==> config.mk <==
export PLATFORM = sky130hd
export DESIGN_NAME = psum_accum
export DESIGN_NICKNAME = d
export VERILOG_FILES = /design/src/rtl/psum_accum.sv
export SDC_FILE = /design/constraint.sdc
export NUM_CORES = 1
export LEC_CHECK = 0
export ABC_AREA = 1
export ABC_CLOCK_PERIOD_IN_PS = 11800
export CAP_MARGIN = 20
export CORE_ASPECT_RATIO = 0.5
export CORE_MARGIN = 2
export CORE_UTILIZATION = 50
export CTS_CLUSTER_DIAMETER = 60
export DETAILED_ROUTE_END_ITERATION = 16
export PLACE_DENSITY = 0.71
export REMOVE_ABC_BUFFERS = 1
export SKIP_LAST_GASP = 1
export SYNTH_ARGS = -nofsm -noshare
export SYNTH_HDL_FRONTEND = slang
export SYNTH_SLANG_ARGS = --single-unit
==> constraint.sdc <==
create_clock -name clk -period 11.8 [get_ports clk]
set_input_delay 1.18 -clock clk [delete_from_list [all_inputs] [get_ports clk]]
set_output_delay 1.18 -clock clk [all_outputs]
set_load 0.05 [all_outputs]
==> src/rtl/psum_accum.sv <==
// Partial-sum accumulator: gathers NUM_PARTIALS signed partials per slot and emits results in slot order.
// Build option: define PSUM_SAT_EN to clamp results to OUT_W range; otherwise results wrap to the low OUT_W bits.
module psum_accum #(
    parameter int NUM_SLOTS    = 9,
    parameter int NUM_PARTIALS = 5,
    parameter int PSUM_W       = 8,
    parameter int OUT_W        = 8,
    parameter int ADDR_W       = 4
) (
    input  logic                                          clk,
    input  logic                                          reset,
    input  logic [ADDR_W-1:0]                             node_addr,
    input  logic [ADDR_W-1:0]                             mem_addr,
    input  logic                                          start,
    output logic                                          done,
    input  logic                                          in_valid,
    output logic                                          in_ready,
    input  logic [$clog2(NUM_SLOTS)-1:0]                  in_slot,
    input  logic [PSUM_W-1:0]                             in_psum,
    output logic                                          out_valid,
    input  logic                                          out_ready,
    output logic [2*ADDR_W+$clog2(NUM_SLOTS)+OUT_W-1:0]   out_flit,
    output logic                                          err
);
    // state  | meaning
    // S_IDLE | waiting for start; in_ready low
    // S_RUN  | accepting partials and emitting slot results in order
    // S_DONE | all slots handed off; done high for this single cycle

    localparam int SLOT_W = $clog2(NUM_SLOTS);
    localparam int PTR_W  = $clog2(NUM_SLOTS + 1);
    localparam int CNT_W  = $clog2(NUM_PARTIALS + 1);
    localparam int ACC_W  = PSUM_W + $clog2(NUM_PARTIALS) + 1;
    localparam int FLIT_W = 2*ADDR_W + SLOT_W + OUT_W;

    localparam logic [CNT_W-1:0]  CNT_FULL = CNT_W'(NUM_PARTIALS);
    localparam logic [PTR_W-1:0]  PTR_END  = PTR_W'(NUM_SLOTS);
    localparam logic [SLOT_W:0]   SLOT_LIM = (SLOT_W+1)'(NUM_SLOTS);
`ifdef PSUM_SAT_EN
    localparam logic signed [ACC_W-1:0] SAT_HI = ACC_W'((2**(OUT_W-1)) - 1);
    localparam logic signed [ACC_W-1:0] SAT_LO = ACC_W'(-(2**(OUT_W-1)));
`endif

    typedef enum logic [1:0] {S_IDLE, S_RUN, S_DONE} state_t;

    state_t                   r_state;
    state_t                   w_state_nxt;
    logic signed [ACC_W-1:0]  r_acc [NUM_SLOTS];
    logic [CNT_W-1:0]         r_cnt [NUM_SLOTS];
    logic [PTR_W-1:0]         r_ptr;
    logic [ADDR_W-1:0]        r_node;
    logic [ADDR_W-1:0]        r_mem;
    logic                     r_out_valid;
    logic [FLIT_W-1:0]        r_flit;
    logic                     r_err;

    logic                     w_in_ready;
    logic                     w_done;
    logic                     w_start;
    logic                     w_accept;
    logic                     w_bad_slot;
    logic                     w_slot_full;
    logic                     w_ptr_live;
    logic                     w_ptr_full;
    logic                     w_hs;
    logic                     w_load;
    logic [SLOT_W-1:0]        w_ptr_idx;
    logic signed [ACC_W-1:0]  w_acc_ptr;
    logic signed [ACC_W-1:0]  w_psum_ext;
    logic [OUT_W-1:0]         w_result;

    assign w_start     = start && (r_state == S_IDLE);
    assign w_accept    = in_valid && w_in_ready;
    assign w_bad_slot  = ({1'b0, in_slot} >= SLOT_LIM);
    assign w_slot_full = (r_cnt[in_slot] == CNT_FULL);
    assign w_psum_ext  = {{(ACC_W-PSUM_W){in_psum[PSUM_W-1]}}, in_psum};
    assign w_ptr_idx   = r_ptr[SLOT_W-1:0];
    assign w_ptr_live  = (r_ptr < PTR_END);
    assign w_ptr_full  = w_ptr_live && (r_cnt[w_ptr_idx] == CNT_FULL);
    assign w_acc_ptr   = r_acc[w_ptr_idx];
    assign w_hs        = r_out_valid && out_ready;
    // A new flit may load into an empty output register or one being drained this edge.
    assign w_load      = (r_state == S_RUN) && w_ptr_full && (!r_out_valid || out_ready);

    always_comb begin
        w_result = OUT_W'(w_acc_ptr);
`ifdef PSUM_SAT_EN
        if (w_acc_ptr > SAT_HI) begin
            w_result = SAT_HI[OUT_W-1:0];
        end else if (w_acc_ptr < SAT_LO) begin
            w_result = SAT_LO[OUT_W-1:0];
        end
`endif
    end

    always_ff @(posedge clk or posedge reset) begin
        if (reset) begin
            r_state <= S_IDLE;
        end else begin
            r_state <= w_state_nxt;
        end
    end

    always_comb begin
        w_state_nxt = r_state;
        w_in_ready  = 1'b0;
        w_done      = 1'b0;
        case (r_state)
            S_IDLE: begin
                if (start) begin
                    w_state_nxt = S_RUN;
                end
            end
            S_RUN: begin
                w_in_ready = 1'b1;
                // Pointer at the end means the pending flit is the last slot.
                if (w_hs && (r_ptr == PTR_END)) begin
                    w_state_nxt = S_DONE;
                end
            end
            S_DONE: begin
                w_done      = 1'b1;
                w_state_nxt = S_IDLE;
            end
            default: begin
                w_state_nxt = S_IDLE;
            end
        endcase
    end

    always_ff @(posedge clk or posedge reset) begin
        if (reset) begin
            for (int i = 0; i < NUM_SLOTS; i++) begin
                r_acc[i] <= '0;
                r_cnt[i] <= '0;
            end
            r_ptr       <= '0;
            r_node      <= '0;
            r_mem       <= '0;
            r_out_valid <= 1'b0;
            r_flit      <= '0;
            r_err       <= 1'b0;
        end else begin
            if (w_start) begin
                for (int i = 0; i < NUM_SLOTS; i++) begin
                    r_acc[i] <= '0;
                    r_cnt[i] <= '0;
                end
                r_ptr  <= '0;
                r_err  <= 1'b0;
                r_node <= node_addr;
                r_mem  <= mem_addr;
            end else if (r_state == S_RUN) begin
                if (w_accept) begin
                    if (w_bad_slot || w_slot_full) begin
                        r_err <= 1'b1;
                    end else begin
                        r_acc[in_slot] <= r_acc[in_slot] + w_psum_ext;
                        r_cnt[in_slot] <= r_cnt[in_slot] + CNT_W'(1);
                    end
                end
                if (w_load) begin
                    r_flit <= {r_mem, r_node, w_ptr_idx, w_result};
                    r_ptr  <= r_ptr + PTR_W'(1);
                end
            end

            if (w_load) begin
                r_out_valid <= 1'b1;
            end else if (w_hs) begin
                r_out_valid <= 1'b0;
            end
        end
    end

    assign in_ready  = w_in_ready;
    assign done      = w_done;
    assign out_valid = r_out_valid;
    assign out_flit  = r_flit;
    assign err       = r_err;

endmodule

==> results by group <==
Outcome
  • Status: complete, no violations

Global route
  • Largest net degree at the start of global routing: roughly 70
  • Gr usage total: 0.302
  • Global-route wire length before repair: 38600 um
  • Vias in the first global route: around 7000
  • Antenna violations before repair: 0
  • Grt total ovfl: 0

Clock network
  • Resize count post-CTS: 0
  • Clock root cell: clkbuf_16
  • Clock slew seen by the registers of the worst setup and hold paths: roughly 0.06 ns
  • Setup bufs post-CTS: 0
  • Deepest clock path buffer count: 2
  • TritonCTS clock tree: built
  • Clock network latency to the later pin of the worst-skew pair: between 0.4 and 0.5 ns
  • CTS Buf Count: 17
  • Cts hold-fix bufs: 0
  • CTS Sinks: roughly 140
  • Max H-tree Level: 4

STA
  • Final Hold Fails: 0
  • Min Clock Period, post-route: 5.15 ns
  • Max Fclk: between 150 and 200 MHz
  • Fin Setup TNS: 0 ns
  • Unrepaired setup endpoints after global routing: false
  • Slew headroom: 0.292
  • Final period util: 0.436
  • Fin. max-slew vios: 0
  • Final Setup Violations: 0
  • Setup Skew: between 0.01 and 0.015 ns
  • Least-Margin Pin Slew: between 1 and 1.5 ns

Synth
  • Post-synth EDFFs: 0
  • Avg Cell Area, Syn: around 7.4 um2
  • Register area share after synthesis: 0.434
  • Post-synth cell types: slightly above 40
  • FF+latch count, synth: 135
  • Post-synth top area cell: dfrtp_1
  • Ys Warns: 0
  • Top cells by area, synth: dfrtp_1 (43%), nand2_1 (16%), nand3_1 (9.3%)
  • Top_reg_cell synth: dfrtp_1
  • Post-Syn Area: approximately 7800 um2
  • Async S/R FF share, synth: 1.00
  • Cells after Synth: 1058
  • Share of the synthesized area in the top cell type: 0.434

Finish
  • Final Non-Filler Cells: between 1000 and 1500
  • Final core occ: 0.580
  • Footprint of the multi-input gates: 3700 um2
  • Fillers: roughly 1400
  • Register area: between 3000 and 4000 um2
  • Layout Nets: approximately 1100
  • # diodes: 0
  • Layout cell share with drive strength beyond 1: 0.0712
  • Area delta synth->final: 14.2%

Floorplan
  • Die height: roughly 92 um
  • I/O pin total: 49
  • Initial Utilization: 0.508
  • Die area: 16700 um2
  • Die Span X: roughly 180 um
  • Rows: 32
  • Core Region: about 15000 um2

Worst setup path
  • Data arrival, critical path: roughly 5.5 ns
  • R2R Path Start: r_ptr[1]$_DFFE_PP0P_
  • Crit Path Max Fanout: 19
  • Worst setup path class: primary input to flop
  • Critical Path RT: approximately 12 ns
  • Setup crit end kind: flop
  • Startpoint types: primary input
  • Origin of the worst setup path: in_slot[0]

Routing
  • First-pass iteration count of the detailed router: 7
  • Vias per cell: 5.87
  • Via count: approximately 7500
  • Wire per inst: 19.0 um
  • DRC: 0
  • DRT iter0 DRCs: 1146
  • Post-DRT Antenna Nets: 0
  • Drt total wl: approximately 24000 um

Pwr
  • Leakage power: 4.49 nW
  • PD cells: ~230 nW/um2
  • VDD IR max: roughly 0.00012 V

Place
  • I/O Buffers: 48
  • Gp weighted congestion: around 0.92
  • Placed instance count: between 1000 and 1500
  • Dpl hpwl: 15700 um

Job
  • Max cap viols: 0

Hold path
  • HP Class: flop to flop
  • Hold wc startpoint: out_flit[15]$_DFFE_PP0P_
cells by family (layout without fill, tap and decap cells):
| kind of cell | count (synthesis) | after routing | share of synthesized area |
|---|---|---|---|
| and+or+nand+nor | 592 | 592 | 0.333 |
| buffers and inverters | 163 | 186 | 0.0914 |
| AOI/OAI and AO/OA | 148 | 148 | 0.111 |
| DFF | 135 | 135 | 0.434 |
| adders and majority gates | 13 | 13 | 0.0218 |
| xor gates and xnor gates | 7 | 7 | 0.00883 |
power breakdown:
group / switching [mW] / leakage, nW / internal (mW)
Sequential: 0.0964 / 1.80 / 0.592
Combinational: 0.549 / 2.37 / 0.244
Clock: 0.227 / 0.316 / 0.366
final timing paths:
| path | endpoint | cells past startpoint | slack (ns) |
|---|---|---|---|
| min in group asynchronous | out_flit[19]$_DFFE_PP0P_ | 2 | 1.21 |
| worst max register to register | r_ptr[2]$_DFFE_PP0P_ | 11 | 8.58 |
| max in group asynchronous | r_cnt[13]$_DFFE_PP0P_ | 3 | 9.22 |
| worst min register to register | out_flit[15]$_DFFE_PP0P_ | 2 | 0.48 |
| worst max-delay path | r_acc[30]$_DFFE_PP0P_ | 18 | 6.65 |
| worst min-delay path | out_flit[15]$_DFFE_PP0P_ | 2 | 0.48 |
cell usage after synthesis, types with 12 or more instances:
cell / instances
clkbuf_1: 15
dfrtp_1: 135
inv_1: 91
nor2_1: 69
buf_4: 19
o211ai_1: 12
nand2_1: 341
nand3_1: 144
buf_1: 13
ha_1: 12
buf_2: 15
o21ai_0: 74
a22oi_1: 15
nor2_2: 12
a21oi_1: 21
sequential cells by signal, indices dropped and copies added, names as in the netlist:
| signal | count |
|---|---|
| r_node | 4 |
| r_acc | 72 |
| out_flit | 20 |
| out_valid | 1 |
| r_ptr | 4 |
| r_mem | 4 |
| r_state | 2 |
| err | 1 |
| r_cnt | 27 |
worst max-delay path, stage by stage:
cell and delay (ns):
clkdlybuf4s50_1 0.54, inv_2 0.14, nand2_2 0.14, inv_4 0.27, nand2_2 0.14, nor2_1 0.36, inv_1 0.28, o211ai_1 0.27
ha_1 0.20, inv_1 0.06, fa_1 0.41, o21ai_0 0.37, nand2_1 0.10, nand2_1 0.08, a21oi_1 0.07, xnor2_1 0.67
nand2_1 0.13, nand2_1 0.11
layer usage:
| metal | global-route usage | wire (um) |
|---|---|---|
| met5 | 0 | 0 |
| met4 | 0.110 | 624 |
| met3 | 0.0631 | 2480 |
| met2 | 0.466 | 10800 |
| met1 | 0.420 | 10500 |
final cells by class:
cell class / count / share of cell area
tap: 204 / 0.0287
clock buffer: 18 / 0.0494
inverter: 100 / 0.0430
clock inverter: 14 / 0.0238
timing repair buffer: 54 / 0.0591
multi-input combinational: 760 / 0.416
sequential: 135 / 0.380
stage by stage:
stage | hold WS (ns) | worst slack (ns) | area, um2 | power, mW
detailed placement | 0.472 | 6.40 | 8240 | 1.47
finish | 0.483 | 6.65 | 8900 | 2.07
CTS | 0.488 | 6.81 | 8890 | 2.06
global placement | 0.466 | 6.47 | 8240 | 1.45
floorplan | 0.469 | 7.01 | 7460 | 1.21
global route | 0.507 | 6.41 | 8900 | 2.19
cell usage in the layout (no fill, tap or decap), types with 5 or more instances in the layout:
cell and count:
clkbuf_16 17, inv_1 90, clkdlybuf4s50_1 48, buf_4 6, nand2_1 341, nand3_1 144
ha_1 12, a21oi_1 21, nand2_2 6, nand4_2 9, nor2_2 13, a22o_1 5
o21ai_0 74, dfrtp_1 135, o22ai_1 7, nor2_1 68, o211ai_1 12, a22oi_1 15
inv_6 6
No activity file was read; power rests on OpenSTA's default activity.
